===== config.mk =====
export PLATFORM = sky130hd
export DESIGN_NAME = pc_fetch_unit_flat
export DESIGN_NICKNAME = d
export VERILOG_FILES = /design/src/rtl/pc_fetch_if.sv /design/src/rtl/pc_fetch_unit.sv /design/src/flat_wrapper.sv
export SDC_FILE = /design/constraint.sdc
export NUM_CORES = 1
export LEC_CHECK = 0
export ABC_AREA = 0
export BUFFER_PORTS_ARGS = -buffer_cell sky130_fd_sc_hd__buf_2
export CAP_MARGIN = 0
export CORE_ASPECT_RATIO = 0.5
export CORE_MARGIN = 1.5
export CORE_UTILIZATION = 30
export CTS_CLUSTER_SIZE = 14
export DETAILED_ROUTE_END_ITERATION = 6
export GPL_ROUTABILITY_DRIVEN = 1
export SLEW_MARGIN = 0
export SYNTH_ARGS = -nofsm -noshare
export SYNTH_HDL_FRONTEND = slang
export SYNTH_SLANG_ARGS = --single-unit

===== constraint.sdc =====
create_clock -name clk -period 4.82 [get_ports clk]
set_input_delay 0.964 -clock clk [delete_from_list [all_inputs] [get_ports clk]]
set_output_delay 0.964 -clock clk [all_outputs]
set_load 0.005 [all_outputs]

===== src/rtl/pc_fetch_if.sv =====
// pc_fetch_if: decode-to-fetch redirect/RAS request bundle and fetch-stage status
interface pc_fetch_if #(
  parameter int WIDTH     = 32,
  parameter int RAS_DEPTH = 8
);
  localparam int CW = $clog2(RAS_DEPTH) + 1;
  logic             stall_f, exc_req, branch_d, jump_d, call_d, ret_d;
  logic [WIDTH-1:0] branch_target_d, jump_target_d, ret_addr_d, jr_target_d;
  logic [WIDTH-1:0] pcf, pc_plus4_f, pc_next;
  logic             fetch_valid, align_fault, ras_empty, ras_full;
  logic [CW-1:0]    ras_count;
  modport master (
    output stall_f, exc_req, branch_d, jump_d, call_d, ret_d,
    output branch_target_d, jump_target_d, ret_addr_d, jr_target_d,
    input  pcf, pc_plus4_f, pc_next, fetch_valid, align_fault, ras_empty, ras_full, ras_count
  );
  modport slave (
    input  stall_f, exc_req, branch_d, jump_d, call_d, ret_d,
    input  branch_target_d, jump_target_d, ret_addr_d, jr_target_d,
    output pcf, pc_plus4_f, pc_next, fetch_valid, align_fault, ras_empty, ras_full, ras_count
  );
endinterface


===== src/rtl/pc_fetch_unit.sv =====
// pc_fetch_unit: fetch PC register with priority redirect, alignment check and circular RAS
module pc_fetch_unit #(
  parameter int               WIDTH        = 32,
  parameter logic [WIDTH-1:0] RESET_VECTOR = '0,
  parameter logic [WIDTH-1:0] EXC_VECTOR   = WIDTH'(32'h0000_0180),
  parameter int               RAS_DEPTH    = 8
) (
  input logic       clk,
  input logic       reset,
  pc_fetch_if.slave bus
);
  localparam int PW = $clog2(RAS_DEPTH);
  localparam int CW = PW + 1;
  logic [WIDTH-1:0] pcf_q, pcf_d, pc_plus4, raw, top;
  logic             valid_q;
  logic [PW-1:0]    ptr_q, ptr_d, top_idx;
  logic [CW-1:0]    cnt_q, cnt_d;
  logic [WIDTH-1:0] ras_q [RAS_DEPTH];
  logic             empty, full, upd, ras_op, push, pop, repl;
  always_comb begin
    empty    = cnt_q == '0;
    full     = cnt_q == CW'(RAS_DEPTH);
    top_idx  = ptr_q - PW'(1);
    top      = ras_q[top_idx];
    pc_plus4 = pcf_q + WIDTH'(4);
    raw      = bus.exc_req  ? EXC_VECTOR :
               bus.branch_d ? bus.branch_target_d :
               bus.jump_d   ? bus.jump_target_d :
               bus.ret_d    ? (empty ? bus.jr_target_d : top) : pc_plus4;
    upd      = bus.exc_req | !bus.stall_f;
    ras_op   = upd & !bus.exc_req & !bus.branch_d;
    // call+ret on an empty stack degenerates into a plain push
    push     = ras_op & bus.call_d & (!bus.ret_d | empty);
    pop      = ras_op & bus.ret_d & !bus.call_d & !empty;
    repl     = ras_op & bus.call_d & bus.ret_d & !empty;
    ptr_d    = push ? ptr_q + PW'(1) : pop ? top_idx : ptr_q;
    cnt_d    = (push & !full) ? cnt_q + CW'(1) : pop ? cnt_q - CW'(1) : cnt_q;
    pcf_d    = upd ? {raw[WIDTH-1:2], 2'b00} : pcf_q;
  end
  always_ff @(posedge clk or negedge reset) begin
    if (!reset) begin
      pcf_q   <= RESET_VECTOR;
      valid_q <= 1'b0;
      ptr_q   <= '0;
      cnt_q   <= '0;
    end else begin
      pcf_q   <= pcf_d;
      valid_q <= valid_q | upd;
      ptr_q   <= ptr_d;
      cnt_q   <= cnt_d;
    end
  end
  always_ff @(posedge clk) begin
    if (push) ras_q[ptr_q] <= bus.ret_addr_d;
    else if (repl) ras_q[top_idx] <= bus.ret_addr_d;
  end
  assign bus.pcf         = pcf_q;
  assign bus.pc_plus4_f  = pc_plus4;
  assign bus.pc_next     = {raw[WIDTH-1:2], 2'b00};
  assign bus.fetch_valid = valid_q;
  assign bus.align_fault = !bus.exc_req & (bus.branch_d | bus.jump_d | bus.ret_d) & (|raw[1:0]);
  assign bus.ras_count   = cnt_q;
  assign bus.ras_empty   = empty;
  assign bus.ras_full    = full;
endmodule


===== src/flat_wrapper.sv =====
// flat-port wrapper written by rule: the top's interface ports become plain ports
module pc_fetch_unit_flat 
#(
  parameter int               WIDTH        = 32,
  parameter logic [WIDTH-1:0] RESET_VECTOR = '0,
  parameter logic [WIDTH-1:0] EXC_VECTOR   = WIDTH'(32'h0000_0180),
  parameter int               RAS_DEPTH    = 8
)
  (clk, reset, bus_stall_f, bus_exc_req, bus_branch_d, bus_jump_d, bus_call_d, bus_ret_d, bus_branch_target_d, bus_jump_target_d, bus_ret_addr_d, bus_jr_target_d, bus_pcf, bus_pc_plus4_f, bus_pc_next, bus_fetch_valid, bus_align_fault, bus_ras_empty, bus_ras_full, bus_ras_count);
  pc_fetch_if #(.WIDTH(WIDTH), .RAS_DEPTH(RAS_DEPTH)) bus_i ();
  input logic clk;
  input logic reset;
  input wire logic [$bits(bus_i.stall_f)-1:0] bus_stall_f;
  input wire logic [$bits(bus_i.exc_req)-1:0] bus_exc_req;
  input wire logic [$bits(bus_i.branch_d)-1:0] bus_branch_d;
  input wire logic [$bits(bus_i.jump_d)-1:0] bus_jump_d;
  input wire logic [$bits(bus_i.call_d)-1:0] bus_call_d;
  input wire logic [$bits(bus_i.ret_d)-1:0] bus_ret_d;
  input wire logic [$bits(bus_i.branch_target_d)-1:0] bus_branch_target_d;
  input wire logic [$bits(bus_i.jump_target_d)-1:0] bus_jump_target_d;
  input wire logic [$bits(bus_i.ret_addr_d)-1:0] bus_ret_addr_d;
  input wire logic [$bits(bus_i.jr_target_d)-1:0] bus_jr_target_d;
  output wire logic [$bits(bus_i.pcf)-1:0] bus_pcf;
  output wire logic [$bits(bus_i.pc_plus4_f)-1:0] bus_pc_plus4_f;
  output wire logic [$bits(bus_i.pc_next)-1:0] bus_pc_next;
  output wire logic [$bits(bus_i.fetch_valid)-1:0] bus_fetch_valid;
  output wire logic [$bits(bus_i.align_fault)-1:0] bus_align_fault;
  output wire logic [$bits(bus_i.ras_empty)-1:0] bus_ras_empty;
  output wire logic [$bits(bus_i.ras_full)-1:0] bus_ras_full;
  output wire logic [$bits(bus_i.ras_count)-1:0] bus_ras_count;
  assign bus_i.stall_f = bus_stall_f;
  assign bus_i.exc_req = bus_exc_req;
  assign bus_i.branch_d = bus_branch_d;
  assign bus_i.jump_d = bus_jump_d;
  assign bus_i.call_d = bus_call_d;
  assign bus_i.ret_d = bus_ret_d;
  assign bus_i.branch_target_d = bus_branch_target_d;
  assign bus_i.jump_target_d = bus_jump_target_d;
  assign bus_i.ret_addr_d = bus_ret_addr_d;
  assign bus_i.jr_target_d = bus_jr_target_d;
  assign bus_pcf = bus_i.pcf;
  assign bus_pc_plus4_f = bus_i.pc_plus4_f;
  assign bus_pc_next = bus_i.pc_next;
  assign bus_fetch_valid = bus_i.fetch_valid;
  assign bus_align_fault = bus_i.align_fault;
  assign bus_ras_empty = bus_i.ras_empty;
  assign bus_ras_full = bus_i.ras_full;
  assign bus_ras_count = bus_i.ras_count;
  pc_fetch_unit #(.WIDTH(WIDTH), .RESET_VECTOR(RESET_VECTOR), .EXC_VECTOR(EXC_VECTOR), .RAS_DEPTH(RAS_DEPTH)) u_core (.clk(clk), .reset(reset), .bus(bus_i));
endmodule

==> results.cfg <==
[status]
outcome = finished clean

[placement]
io_buffer_count = 233
dp_worst_setup_slack_ns = 0.663
place_hpwl_mm = 28.6
gp_routability_congestion = 0.914

[worst_setup_path]
cp-start-kind = flop
r2r_start = u_core.bus.ras_count[0]
worst-setup-path-type = reg2out
regToRegEndpoint = u_core.ras_q[7][28]
cp_max_fo = 29
worstSetupEndpointType = primary output
worst-endpoint-arrival_ns = 3.72
regToRegSetupSlack_ns = 0.86
r2r.worst_path.cells = 8
timing.critical_path.required_ns = 3.86

[timing]
rsz_0062_raised_after_global_routing = no
max_slew.worst_pin.slew_ns = 1.04
report.final.setup_viol = 0
finalCriticalPeriod_ns = 4.68
hold_violations = 0
maxSlewHeadroom_pct = 30.7
finalSetupTns_ns = 0
final_max_slew_viol_count = 0
worst_slack_ns = 0.135
max_freq_mhz = 213
clock-skew-final_ns = 0.0157
layout_worst_path_cycle_share_pct = 97.2

[route]
remaining_drc_errors = 0
vias = 9360
route.detailed.vias_per_inst = 5.27
drt.antenna.violating_nets = 0
dr.pass1.iters = 6
first_iter_violations = 1013
drt-wirelength-per-cell_um = 23.5
total_wire_length_mm = 41.8

[run]
maxCapViolations = 0

[die]
boundaryPins = 240
initial_core_util_pct = 30.4
placement_rows = 54
die_width_um = 300
floorplan.die_area_mm2 = 0.0455
die_height_um = 152
fp.coreArea_mm2 = 0.0436

[cts]
insertion_delay_ns = 0.57
number_of_levels_in_the_clock_h_tree = 1
cts_inserted_buffers = 29
clk_path_buf_depth = 3
clock_sink_count = 294
holdBufCountCts = 0
tritoncts = yes
root_buffer = sky130_fd_sc_hd__clkbuf_16
worst_setup_hold_path_clk_slew_ns = 0.07

[synth]
synth-warning-count = 0
synth_enable_flop_cells = 256
ffs_latches_synth = 294
synthArstFlopShare_pct = 12.9
syn_avg_cell_area_um2 = 14.4
most_common_flop_cell_mapped_by_yosys = sky130_fd_sc_hd__edfxtp_1
mappedNetlistArea_mm2 = 0.0132
synthesis.instances = 919
synth_sequential_area_ratio_pct = 65.2
distinct_cell_type_count_of_the_synthesized_netlist = 72

[global_routing]
grt_start_max_net_pins = 46
overflow_left_after_global_routing = 0
groute.usage.overall_pct = 17.7
grt_pass1_vias = 9235
grt_antenna_before_repair = 2
grt_first_pass_wirelength_mm = 60.1

[final_layout]
nNetsFinal = 1306
drive_above_1_share_pct = 32.5
area.growth.synth_to_final_pct = 22.5
fill_cells = 4149
post-route-util_pct = 37.2

[hold_path]
hold_path.class = reg2reg
min-delay-start = u_core.bus.fetch_valid
min_path_cells = 1
holdPathEnd = u_core.bus.fetch_valid

[pwr]
cellLeakagePower_nw = 6.02
vdd_ir_drop_max_v = 0.000378
cellPowerDensity_mw_per_mm2 = 536
synthesized netlist by cell type, types with 5 or more instances:
library cell               count  area (um2)
sky130_fd_sc_hd__dfrtp_1      38         951
sky130_fd_sc_hd__and3_1        5        31.3
sky130_fd_sc_hd__ha_1          5        62.6
sky130_fd_sc_hd__o211a_1       5        50.1
sky130_fd_sc_hd__or4_1         5        37.5
sky130_fd_sc_hd__or3_1         8        50.1
sky130_fd_sc_hd__a31oi_1      18         113
sky130_fd_sc_hd__inv_1        14        52.6
sky130_fd_sc_hd__a22oi_1       7        52.6
sky130_fd_sc_hd__mux2i_1      11         110
sky130_fd_sc_hd__mux4_1        8         210
sky130_fd_sc_hd__a211o_1       7        61.3
sky130_fd_sc_hd__o22ai_1      28         175
sky130_fd_sc_hd__nand4_1       8        50.1
sky130_fd_sc_hd__buf_6         6        67.6
sky130_fd_sc_hd__nand3_1      15        75.1
sky130_fd_sc_hd__clkbuf_1     37         139
sky130_fd_sc_hd__nor2_1       64         240
sky130_fd_sc_hd__buf_2         7        35.0
sky130_fd_sc_hd__a211oi_1      6        45.0
sky130_fd_sc_hd__nor4_1        9        56.3
sky130_fd_sc_hd__edfxtp_1    256        7690
sky130_fd_sc_hd__nand2_1      88         330
sky130_fd_sc_hd__a21oi_1      18        90.1
sky130_fd_sc_hd__xnor2_1      15         131
sky130_fd_sc_hd__mux2_2        5        56.3
sky130_fd_sc_hd__and2_1       10        62.6
sky130_fd_sc_hd__nor3_1       21         105
sky130_fd_sc_hd__o221ai_1      6        52.6
sky130_fd_sc_hd__xor2_1       17         149
sky130_fd_sc_hd__buf_4        10        75.1
sky130_fd_sc_hd__and4_1        6        52.6
sky130_fd_sc_hd__mux4_2       41         923
sky130_fd_sc_hd__a22o_1       11        96.3
sky130_fd_sc_hd__nor2b_1       5        31.3
sky130_fd_sc_hd__o21ai_0      31         155
through the flow:
step           power (mW)  std cells  hold WS, ns  cell area (um2)
2_1_floorplan        5.16        924        0.458            13300
3_3_place_gp         6.23       1715        0.469            15200
3_5_place_dp         6.26       1715        0.463            15200
4_1_cts              8.61       1768        0.483            16200
5_1_grt              9.05       1775        0.511            16200
6_report             8.70       1775        0.482            16200
power breakdown:
group	internal, mW	total [mW]	switching, mW	leakage, nW
Sequential	2.87	3.00	0.129	2.78
Combinational	1.47	3.34	1.87	2.74
Clock	1.38	2.36	0.977	0.487
Total	5.72	8.70	2.98	6.02
routing by layer:
| metal | vias to the layer above | routed length, um | GRT usage (%) | share of wire (%) |
|---|---|---|---|---|
| met5 | - | 9 | 0 | 0.022 |
| met4 | 2 | 1380 | 5.76 | 3.3 |
| met1 | 4740 | 17000 | 23.4 | 41 |
| li1 | 4105 | - | - | - |
| met2 | 427 | 20100 | 29.5 | 48 |
| met3 | 86 | 3230 | 3.36 | 7.7 |
area by class of cell:
type,instances,area [um2],area share (%)
sequential,294,8640,53.2
multi-input combinational,548,4260,26.2
timing repair buffer,274,1550,9.54
clock buffer,34,744,4.59
tap,588,736,4.53
clock inverter,19,243,1.50
inverter,17,63.8,0.393
antenna,1,2.50,0.0154
layout by cell type (no fill, tap or decap), drive strengths merged, types with 6 or more instances in the layout:
cell type    n
buf        274
edfxtp     256
nand2       88
nor2        64
mux4        49
dfrtp       38
clkbuf      34
o21ai       33
o22ai       28
nor3        21
a31oi       18
a21oi       18
xor2        18
inv         16
nand3       15
xnor2       15
clkinv      14
mux2i       11
a22o        11
and2        10
nor4         9
nand4        8
or3          8
a22oi        7
a211o        7
a211oi       7
and4         6
o221ai       6
conb         6
and3         6
critical path, cell delays in order (launching register included):
cell	delay (ns)
sky130_fd_sc_hd__dfrtp_1	0.37
sky130_fd_sc_hd__clkinv_1	0.07
sky130_fd_sc_hd__buf_4	0.17
sky130_fd_sc_hd__ha_2	0.53
sky130_fd_sc_hd__buf_4	0.45
sky130_fd_sc_hd__mux4_2	0.40
sky130_fd_sc_hd__nand2_1	0.09
sky130_fd_sc_hd__a31oi_1	0.17
sky130_fd_sc_hd__a2111o_1	0.45
sky130_fd_sc_hd__a22oi_1	0.21
sky130_fd_sc_hd__nor2_1	0.07
sky130_fd_sc_hd__buf_2	0.15
worst max path at each step:
stage | start | to
2_1_floorplan | u_core.ptr_q[0] | u_core.ras_q[7][0]
3_3_place_gp | u_core.ptr_q[0] | bus_pc_next[31]
3_5_place_dp | u_core.ptr_q[0] | bus_pc_next[31]
4_1_cts | u_core.ptr_q[0] | bus_pc_next[31]
5_1_grt | u_core.ptr_q[0] | bus_pc_next[30]
6_report | u_core.ptr_q[0] | bus_pc_next[30]
kinds of logic (layout without fill, tap and decap cells):
kind of cell | count (synthesis) | in the layout | synth area share [%]
compound gates | 189 | 189 | 10.2
xor+xnor | 33 | 33 | 2.24
fa+ha+maj | 6 | 6 | 0.623
buf+inv | 82 | 344 | 3.14
flops | 294 | 294 | 65.2
mux | 65 | 65 | 9.81
other cells | 1 | 7 | 0.0283
simple gates | 249 | 249 | 8.75
registers in the layout, summed over array words and instances, names as in the netlist:
register and cells:
u_core.ras_q 256, u_core.bus.ras_count 4, u_core.ptr_q 3, u_core.bus.fetch_valid 1, u_core.bus.pcf 30
what timing repair did:
item,4_1_cts,5_1_grt
endpoints found under the setup margin,0,8
setup buffers,0,6
resized for setup,0,1
Power figures use the tool's default switching activity.
